<file path="src/rtl/adc_scan_pkg.sv">
// adc_scan_pkg -- shared types and helpers for the ADC scan controller.
//   state_e        : scan FSM states
//   pick_t         : result of a set-bit search (found flag + bit index)
//   first_set_from : lowest set bit of a mask at or above a given index
package adc_scan_pkg;

  localparam int MAX_CH = 16;
  localparam int IDX_W  = 4;

  typedef enum logic [2:0] {
    IDLE    = 3'd0,
    SELECT  = 3'd1,
    CONVERT = 3'd2,
    WAIT    = 3'd3,
    EMIT    = 3'd4
  } state_e;

  typedef struct packed {
    logic             found;
    logic [IDX_W-1:0] idx;
  } pick_t;

  // Priority encoder: lowest set bit with index >= from. Passing from = 0
  // gives the lowest set bit; from = cur+1 gives the next channel above cur.
  function automatic pick_t first_set_from(input logic [MAX_CH-1:0] mask,
                                           input int                from);
    pick_t p;
    p = '0;
    for (int i = MAX_CH - 1; i >= 0; i--) begin
      if (i >= from && mask[i]) begin
        p.found = 1'b1;
        p.idx   = IDX_W'(i);
      end
    end
    return p;
  endfunction

endpackage

</file>
<file path="src/rtl/adc_avg_accum.sv">
// adc_avg_accum -- per-channel sample accumulator and power-of-two divider.
//   clk, rst_n   : clock, async active-low reset
//   clr_i        : clear sum and sample count (start of a channel)
//   add_i        : accumulate sample_i and bump the sample count
//   sample_i     : ADC sample
//   last_o       : the sample being added now completes the set
//   avg_next_o   : (sum including sample_i) >> AVG_LOG2, truncating
module adc_avg_accum #(
  parameter int DATA_W   = 8,
  parameter int AVG_LOG2 = 2
) (
  input  logic              clk,
  input  logic              rst_n,
  input  logic              clr_i,
  input  logic              add_i,
  input  logic [DATA_W-1:0] sample_i,
  output logic              last_o,
  output logic [DATA_W-1:0] avg_next_o
);

  // AVG_LOG2 extra bits hold 2^AVG_LOG2 full-scale samples without overflow.
  localparam int ACC_W = DATA_W + AVG_LOG2;
  localparam int CNT_W = AVG_LOG2 + 1;
  localparam int NSAMP = 1 << AVG_LOG2;

  logic [ACC_W-1:0] acc_q, acc_d, sum_next;
  logic [CNT_W-1:0] cnt_q, cnt_d;

  assign sum_next   = acc_q + ACC_W'(sample_i);
  assign avg_next_o = DATA_W'(sum_next >> AVG_LOG2);
  assign last_o     = (cnt_q == CNT_W'(NSAMP - 1));

  always_comb begin
    acc_d = acc_q;
    cnt_d = cnt_q;
    if (clr_i) begin
      acc_d = '0;
      cnt_d = '0;
    end else if (add_i) begin
      acc_d = sum_next;
      cnt_d = cnt_q + 1'b1;
    end
  end

  always_ff @(posedge clk or negedge rst_n) begin
    if (!rst_n) begin
      acc_q <= '0;
      cnt_q <= '0;
    end else begin
      acc_q <= acc_d;
      cnt_q <= cnt_d;
    end
  end

endmodule

</file>
<file path="src/rtl/adc_scan_ctrl.sv">
// adc_scan_ctrl -- scans enabled ADC channels, averages 2^AVG_LOG2 samples
// per channel and emits one result strobe per channel.
//   clk, reset_n          : clock, async active-low reset
//   start                 : launch a scan (ignored while busy or mask==0)
//   continuous            : rescan from the lowest channel at wrap while high
//   ch_mask               : channel enables, sampled at start and at wrap
//   clr_err               : clear sticky timeout_err
//   adc_convert/adc_ch_sel: conversion request and mux select to the ADC
//   adc_ready/adc_q       : conversion-done strobe and result
//   res_valid/res_ch/res_data : averaged result strobe, channel, value
//   busy                  : scan in progress
//   timeout_err           : sticky, set when the ADC fails to answer
module adc_scan_ctrl
  import adc_scan_pkg::*;
#(
  parameter int DATA_W   = 8,
  parameter int NUM_CH   = 4,
  parameter int AVG_LOG2 = 2,
  parameter int TIMEOUT  = 255
) (
  input  logic                      clk,
  input  logic                      reset_n,
  input  logic                      start,
  input  logic                      continuous,
  input  logic [NUM_CH-1:0]         ch_mask,
  input  logic                      clr_err,
  output logic                      adc_convert,
  output logic [$clog2(NUM_CH)-1:0] adc_ch_sel,
  input  logic                      adc_ready,
  input  logic [DATA_W-1:0]         adc_q,
  output logic                      res_valid,
  output logic [$clog2(NUM_CH)-1:0] res_ch,
  output logic [DATA_W-1:0]         res_data,
  output logic                      busy,
  output logic                      timeout_err
);

  localparam int CH_W = $clog2(NUM_CH);
  localparam int WC_W = $clog2(TIMEOUT + 1);
  localparam logic [WC_W-1:0] WC_LAST = WC_W'(TIMEOUT - 1);

  state_e              state_q, state_d;
  logic [NUM_CH-1:0]   mask_q, mask_d;
  logic [CH_W-1:0]     ch_q, ch_d;
  logic [WC_W-1:0]     wcnt_q, wcnt_d;
  logic                err_q, err_d;
  logic [CH_W-1:0]     res_ch_q, res_ch_d;
  logic [DATA_W-1:0]   res_data_q, res_data_d;

  logic                acc_clr, acc_add, acc_last, adv;
  logic [DATA_W-1:0]   avg_next;
  logic                live_nz;
  pick_t               nxt_p, live_p;

  adc_avg_accum #(
    .DATA_W   (DATA_W),
    .AVG_LOG2 (AVG_LOG2)
  ) u_accum (
    .clk        (clk),
    .rst_n      (reset_n),
    .clr_i      (acc_clr),
    .add_i      (acc_add),
    .sample_i   (adc_q),
    .last_o     (acc_last),
    .avg_next_o (avg_next)
  );

  assign live_nz = |ch_mask;

  // Next channel comes from the latched mask; the live mask only matters
  // at launch and at wrap.
  always_comb begin
    nxt_p  = first_set_from(MAX_CH'(mask_q), int'(ch_q) + 1);
    live_p = first_set_from(MAX_CH'(ch_mask), 0);
  end

  always_comb begin
    state_d    = state_q;
    mask_d     = mask_q;
    ch_d       = ch_q;
    wcnt_d     = wcnt_q;
    err_d      = clr_err ? 1'b0 : err_q;
    res_ch_d   = res_ch_q;
    res_data_d = res_data_q;
    acc_clr    = 1'b0;
    acc_add    = 1'b0;
    adv        = 1'b0;

    unique case (state_q)
      IDLE: begin
        if (start && live_nz) begin
          mask_d  = ch_mask;
          ch_d    = CH_W'(live_p.idx);
          state_d = SELECT;
        end
      end
      SELECT: begin
        // Mux settle cycle; also drops any data from the previous channel.
        acc_clr = 1'b1;
        state_d = CONVERT;
      end
      CONVERT: begin
        wcnt_d  = '0;
        state_d = WAIT;
      end
      WAIT: begin
        // A ready arriving on the final wait cycle still counts.
        if (adc_ready) begin
          acc_add = 1'b1;
          if (acc_last) begin
            res_data_d = avg_next;
            res_ch_d   = ch_q;
            state_d    = EMIT;
          end else begin
            state_d = CONVERT;
          end
        end else if (wcnt_q == WC_LAST) begin
          // Set overrides a concurrent clr_err.
          err_d = 1'b1;
          adv   = 1'b1;
        end else begin
          wcnt_d = wcnt_q + 1'b1;
        end
      end
      EMIT: adv = 1'b1;
      default: state_d = IDLE;
    endcase

    if (adv) begin
      if (nxt_p.found) begin
        ch_d    = CH_W'(nxt_p.idx);
        state_d = SELECT;
      end else if (continuous && live_nz) begin
        mask_d  = ch_mask;
        ch_d    = CH_W'(live_p.idx);
        state_d = SELECT;
      end else begin
        state_d = IDLE;
      end
    end
  end

  always_ff @(posedge clk or negedge reset_n) begin
    if (!reset_n) begin
      state_q    <= IDLE;
      mask_q     <= '0;
      ch_q       <= '0;
      wcnt_q     <= '0;
      err_q      <= 1'b0;
      res_ch_q   <= '0;
      res_data_q <= '0;
    end else begin
      state_q    <= state_d;
      mask_q     <= mask_d;
      ch_q       <= ch_d;
      wcnt_q     <= wcnt_d;
      err_q      <= err_d;
      res_ch_q   <= res_ch_d;
      res_data_q <= res_data_d;
    end
  end

  assign adc_convert = (state_q == CONVERT);
  assign adc_ch_sel  = ch_q;
  assign res_valid   = (state_q == EMIT);
  assign res_ch      = res_ch_q;
  assign res_data    = res_data_q;
  assign busy        = (state_q != IDLE);
  assign timeout_err = err_q;

endmodule

</file>
<file path="config.mk">
export PLATFORM = sky130hd
export DESIGN_NAME = adc_scan_ctrl
export DESIGN_NICKNAME = d
export VERILOG_FILES = /design/src/rtl/adc_scan_pkg.sv /design/src/rtl/adc_avg_accum.sv /design/src/rtl/adc_scan_ctrl.sv
export SDC_FILE = /design/constraint.sdc
export NUM_CORES = 1
export LEC_CHECK = 0
export ABC_AREA = 0
export CORE_ASPECT_RATIO = 1.2
export CORE_MARGIN = 2
export CORE_UTILIZATION = 55
export CTS_CLUSTER_SIZE = 10
export DETAILED_ROUTE_END_ITERATION = 10
export GPL_ROUTABILITY_DRIVEN = 0
export PLACE_DENSITY = 0.86
export SYNTH_ARGS = -nofsm -noshare
export SYNTH_HDL_FRONTEND = slang
export SYNTH_SLANG_ARGS = --single-unit
</file>
<file path="constraint.sdc">
create_clock -name clk -period 3.05 [get_ports clk]
set_input_delay 0.305 -clock clk [delete_from_list [all_inputs] [get_ports clk]]
set_output_delay 0.305 -clock clk [all_outputs]
set_load 0.01 [all_outputs]
</file>
==> results.txt <==
The fraction of power spent switching nets came out at 0.416. Together, buffers and inverters on the worst path number 1. The via count of the first global-routing pass came out at 1974. The placeable core region came out at 0.00423 mm². Clock-pin slew was measured on the worst setup and hold paths at 80 ps.

The summed area of non-filler cells in the final layout came out at 0.00285 mm². The data arrival time at the worst-slack endpoint came out at 2140 ps. In the synthesized netlist the dominant register cell turns out to be sky130_fd_sc_hd__dfrtp_1. Power spread over the standard cell area amounts to 887 mW/mm². The critical path goes through nand2b_1 > nor2_1 > clkdlybuf4s50_1.

The total I/O pin count came out at 34. The number of rows in the core area came out at 26. Once detail routing completed, the nets flagged for antenna violations numbered 0. The detailed-route DRC error count came out at 0. Ranked by total cell area, the synthesized netlist is headed by sky130_fd_sc_hd__dfrtp_1 42%, sky130_fd_sc_hd__ha_1 6.2%, sky130_fd_sc_hd__o21ai_0 5.4%, sky130_fd_sc_hd__nand2_1 3.4%, sky130_fd_sc_hd__nor2_1 3.4%. In the global route stage, overall resource usage came out at 0.225. The chip width is 64.4 µm. The number of port buffers is 33. The initial core utilization is 0.569. Of the total synthesized cell area, the portion taken by full adders, half adders and majority gates is 0.0707. The antenna diode count came out at 0.

The minimum clock period is 2450 ps. STA classifies the critical path endpoint as an output port. Post-CTS timing repair inserted 0 buffers for setup. Setup repair after global routing left no endpoint under its margin. The wire length of the first global-routing pass is 8900 µm. For this design, the slowest cell found on the critical path is sky130_fd_sc_hd__clkdlybuf4s50_1. The flow ran to the end, and the final reports show no timing, DRC or antenna violations. The ratio of routed vias to standard cells is 6.04. The longest clock path from root to sink contains 2 buffers. For this design the total switching power over the nets is 0.00105 W. The final-layout setup total negative slack is 0 ps.

The clock net in this run drives a total of 40 sinks. The via count is 2083. The simple logic cell fraction of the synthesized area came out at 0.200. Of the total power, the clock network draws 0.133. Broken down by cell family, the worst path's largest delay share belongs to simple AND/OR/NAND/NOR gates. The final hold violation count was 0.

The headroom to the max-slew limit came out at 0.406. The number of instances in the synthesized netlist is 258. The share of the synthesized area in the top cell type is 0.416. The setup violation total in the final timing report is 0. The cell area that synthesis handed to floorplanning was 0.00241 mm². The number of buffers added to fix hold violations after cts is 0. The critical path start-end classification is reg2out. The maximum VDD drop came out at 503 µV. The synthesized net count is 289. The number of antenna violations at the first check in global routing is 0. The total detailed-routing wirelength is 5060 µm. For this run, the post-layout net count is 320. The internal power is 0.00148 W.

The worst setup path is launched from a register. The worst endpoint required time came out at 2740 ps. The maximum number of pins on one net before global-route repair came out at 41. The share of total power dissipated in combinational logic is 0.497.

The share of cell area taken by muxes after synthesis is 0.0234. The first-pass iteration count of the detailed router came out at 4. The kind of path behind the tightest hold check is in2async. For this run, the register share of the synthesized area comes to 0.416. The fraction of layout cells with a size suffix above 1 is 0.0761. The proportion of synthesized flip-flops having asynchronous set or reset came out at 1.00.

The area growth from synthesis to layout is 18.6%. The number of pins exceeding their max-slew limit in the final report is 0. Counting the buffers created by CTS gives 5. The ratio of final minimum period to clock period is 0.803. The number of warnings reported in the yosys synthesis log came out at 0. The highest net fanout along the worst path is 11.

The clock tree from TritonCTS is yes. The count of distinct cell types in the synthesized netlist came out at 51. Detailed placement ended at an HPWL of 3560 µm. Clock latency on the worst-skew pair, taken at its later pin, is 300 ps.

The number of synthesized flops with an enable pin came out at 0. The number of instances resized during post-cts repair is 0. Synthesis inferred 40 register bits.

In this run, the number of DRC markers left after iteration 0 of detailed routing was 153. Once placement finished, the instance area stood at 0.00278 mm². In this run the static leakage power is 1.27 nW. The fraction of synthesized cell area in xor and xnor cells is 0.0291. The share of total power dissipated in sequential elements is 0.369. The wire length per cell came out at 14.7 µm. The combinational family with the most area after synthesis is compound AO/OA/AOI/OAI gates.

The number of levels the H-tree was split into came out at 2. Across the run, the number of max-cap violations was 0. The area fraction in compound gates after synthesis was 0.227. Clock skew on the completed layout was measured at 8.87 ps. For this run the aggregate overflow at the end of global routing stands at 0. The average instance area after synthesis is 9.33 µm². The peak clock frequency supported by timing is 408 MHz. The die is 76.5 µm tall.

The delay of the slowest cell on the worst path came out at 620 ps. The tree is rooted in a sky130_fd_sc_hd__clkbuf_8. Of all cell types, the one taking the most synthesized area is sky130_fd_sc_hd__dfrtp_1. At the pin with the least slew margin, the transition time is 892 ps.

The full die area came out at 0.00492 mm².
[final cells by class]
cell class | instances | area (µm²)
Fill cell | 349 | 1380
Multi-Input combinational cell | 197 | 1320
Sequential cell | 40 | 1000
Timing Repair Buffer | 36 | 348
Clock buffer | 6 | 72.6
Tap cell | 56 | 70.1
Inverter | 9 | 33.8
Clock inverter | 1 | 5.00
[power groups by stage]
stage / sequential [W] / combinational (W) / clock (W)
after floorplan: 0.000890 / 0.000900 / 0
after global placement: 0.000929 / 0.00122 / 0
after detailed placement: 0.000942 / 0.00126 / 0
after CTS: 0.000932 / 0.00127 / 0.000348
after global routing: 0.000966 / 0.00142 / 0.000372
final: 0.000935 / 0.00126 / 0.000337
[flip-flops by register name, indices dropped and copies added (netlist names)]
name	cells
adc_ch_sel	2
mask_q	3
res_ch	2
res_data	8
state_q	3
timeout_err	1
u_accum.acc_q	10
u_accum.cnt_q	3
wcnt_q	8
[final timing paths]
check | startpoint | endpoint | slack, ps | cells past startpoint
setup / recovery | state_q[2] | adc_convert | 600 | 3
hold / removal | reset_n | u_accum.acc_q[1] | 130 | 1
setup reg to reg | u_accum.acc_q[1] | res_data[5] | 760 | 6
hold reg to reg | res_data[0] | res_data[0] | 490 | 2
max in group asynchronous | reset_n | wcnt_q[5] | 2360 | 1
min in group clk | res_data[0] | res_data[0] | 490 | 2
[per-stage QoR]
stage	hold WS, ps	util	cells	setup slack, ps	total power (W)
after floorplan	9.41	-	258	961	0.00179
after global placement	460	0.657	338	416	0.00215
after detailed placement	474	0.657	338	391	0.00220
after CTS	164	0.675	345	605	0.00255
after global routing	195	0.675	345	482	0.00276
final	126	0.675	345	601	0.00253
[metal layers]
metal  global-route usage  share of wire  vias up  wire length, µm
met3               0.0532          0.040        8              204
met2                0.378           0.51       54             2560
met4               0.0681          0.012        0               63
li1                     -              -     1023                -
met5                    0              0        -                0
met1                0.284           0.44      998             2230
[cell usage after synthesis, types with 3 or more instances]
library cell / number
sky130_fd_sc_hd__ha_1: 12
sky130_fd_sc_hd__a21oi_1: 14
sky130_fd_sc_hd__nand2b_1: 4
sky130_fd_sc_hd__a22o_1: 4
sky130_fd_sc_hd__mux2_2: 5
sky130_fd_sc_hd__inv_1: 9
sky130_fd_sc_hd__xnor2_1: 5
sky130_fd_sc_hd__dfrtp_1: 40
sky130_fd_sc_hd__a31oi_1: 4
sky130_fd_sc_hd__nor3b_1: 4
sky130_fd_sc_hd__buf_2: 3
sky130_fd_sc_hd__a211oi_1: 6
sky130_fd_sc_hd__o41ai_1: 3
sky130_fd_sc_hd__nand4b_1: 4
sky130_fd_sc_hd__xor2_1: 3
sky130_fd_sc_hd__clkbuf_1: 9
sky130_fd_sc_hd__and3_1: 3
sky130_fd_sc_hd__nand3_1: 16
sky130_fd_sc_hd__o21ai_0: 26
sky130_fd_sc_hd__nand2_1: 22
sky130_fd_sc_hd__nor3_1: 3
sky130_fd_sc_hd__nor2_1: 22
[cell usage in the layout (no fill, tap or decap), types with 6 or more instances in the layout]
master	n
sky130_fd_sc_hd__clkdlybuf4s50_1	32
sky130_fd_sc_hd__a21oi_1	14
sky130_fd_sc_hd__inv_1	9
sky130_fd_sc_hd__o21ai_0	26
sky130_fd_sc_hd__a211oi_1	6
sky130_fd_sc_hd__nand2_1	22
sky130_fd_sc_hd__nor2_1	22
sky130_fd_sc_hd__nand3_1	16
sky130_fd_sc_hd__ha_1	12
sky130_fd_sc_hd__dfrtp_1	40
[kinds of logic (layout without fill, tap and decap cells)]
family	count (synthesis)	after routing
mux	5	5
flops	40	40
xor+xnor	8	8
compound gates	80	80
fa+ha+maj	13	13
buf+inv	21	52
simple gates	91	91
[worst reg2reg max path: stages (launching register included)]
cell                       delay (ps)
sky130_fd_sc_hd__dfrtp_1          420
sky130_fd_sc_hd__ha_1             300
sky130_fd_sc_hd__a211oi_1         290
sky130_fd_sc_hd__o21ai_0          220
sky130_fd_sc_hd__a21oi_1          270
sky130_fd_sc_hd__mux2_2           370
sky130_fd_sc_hd__a311o_1          310
No activity file was read; power rests on OpenSTA's default activity.
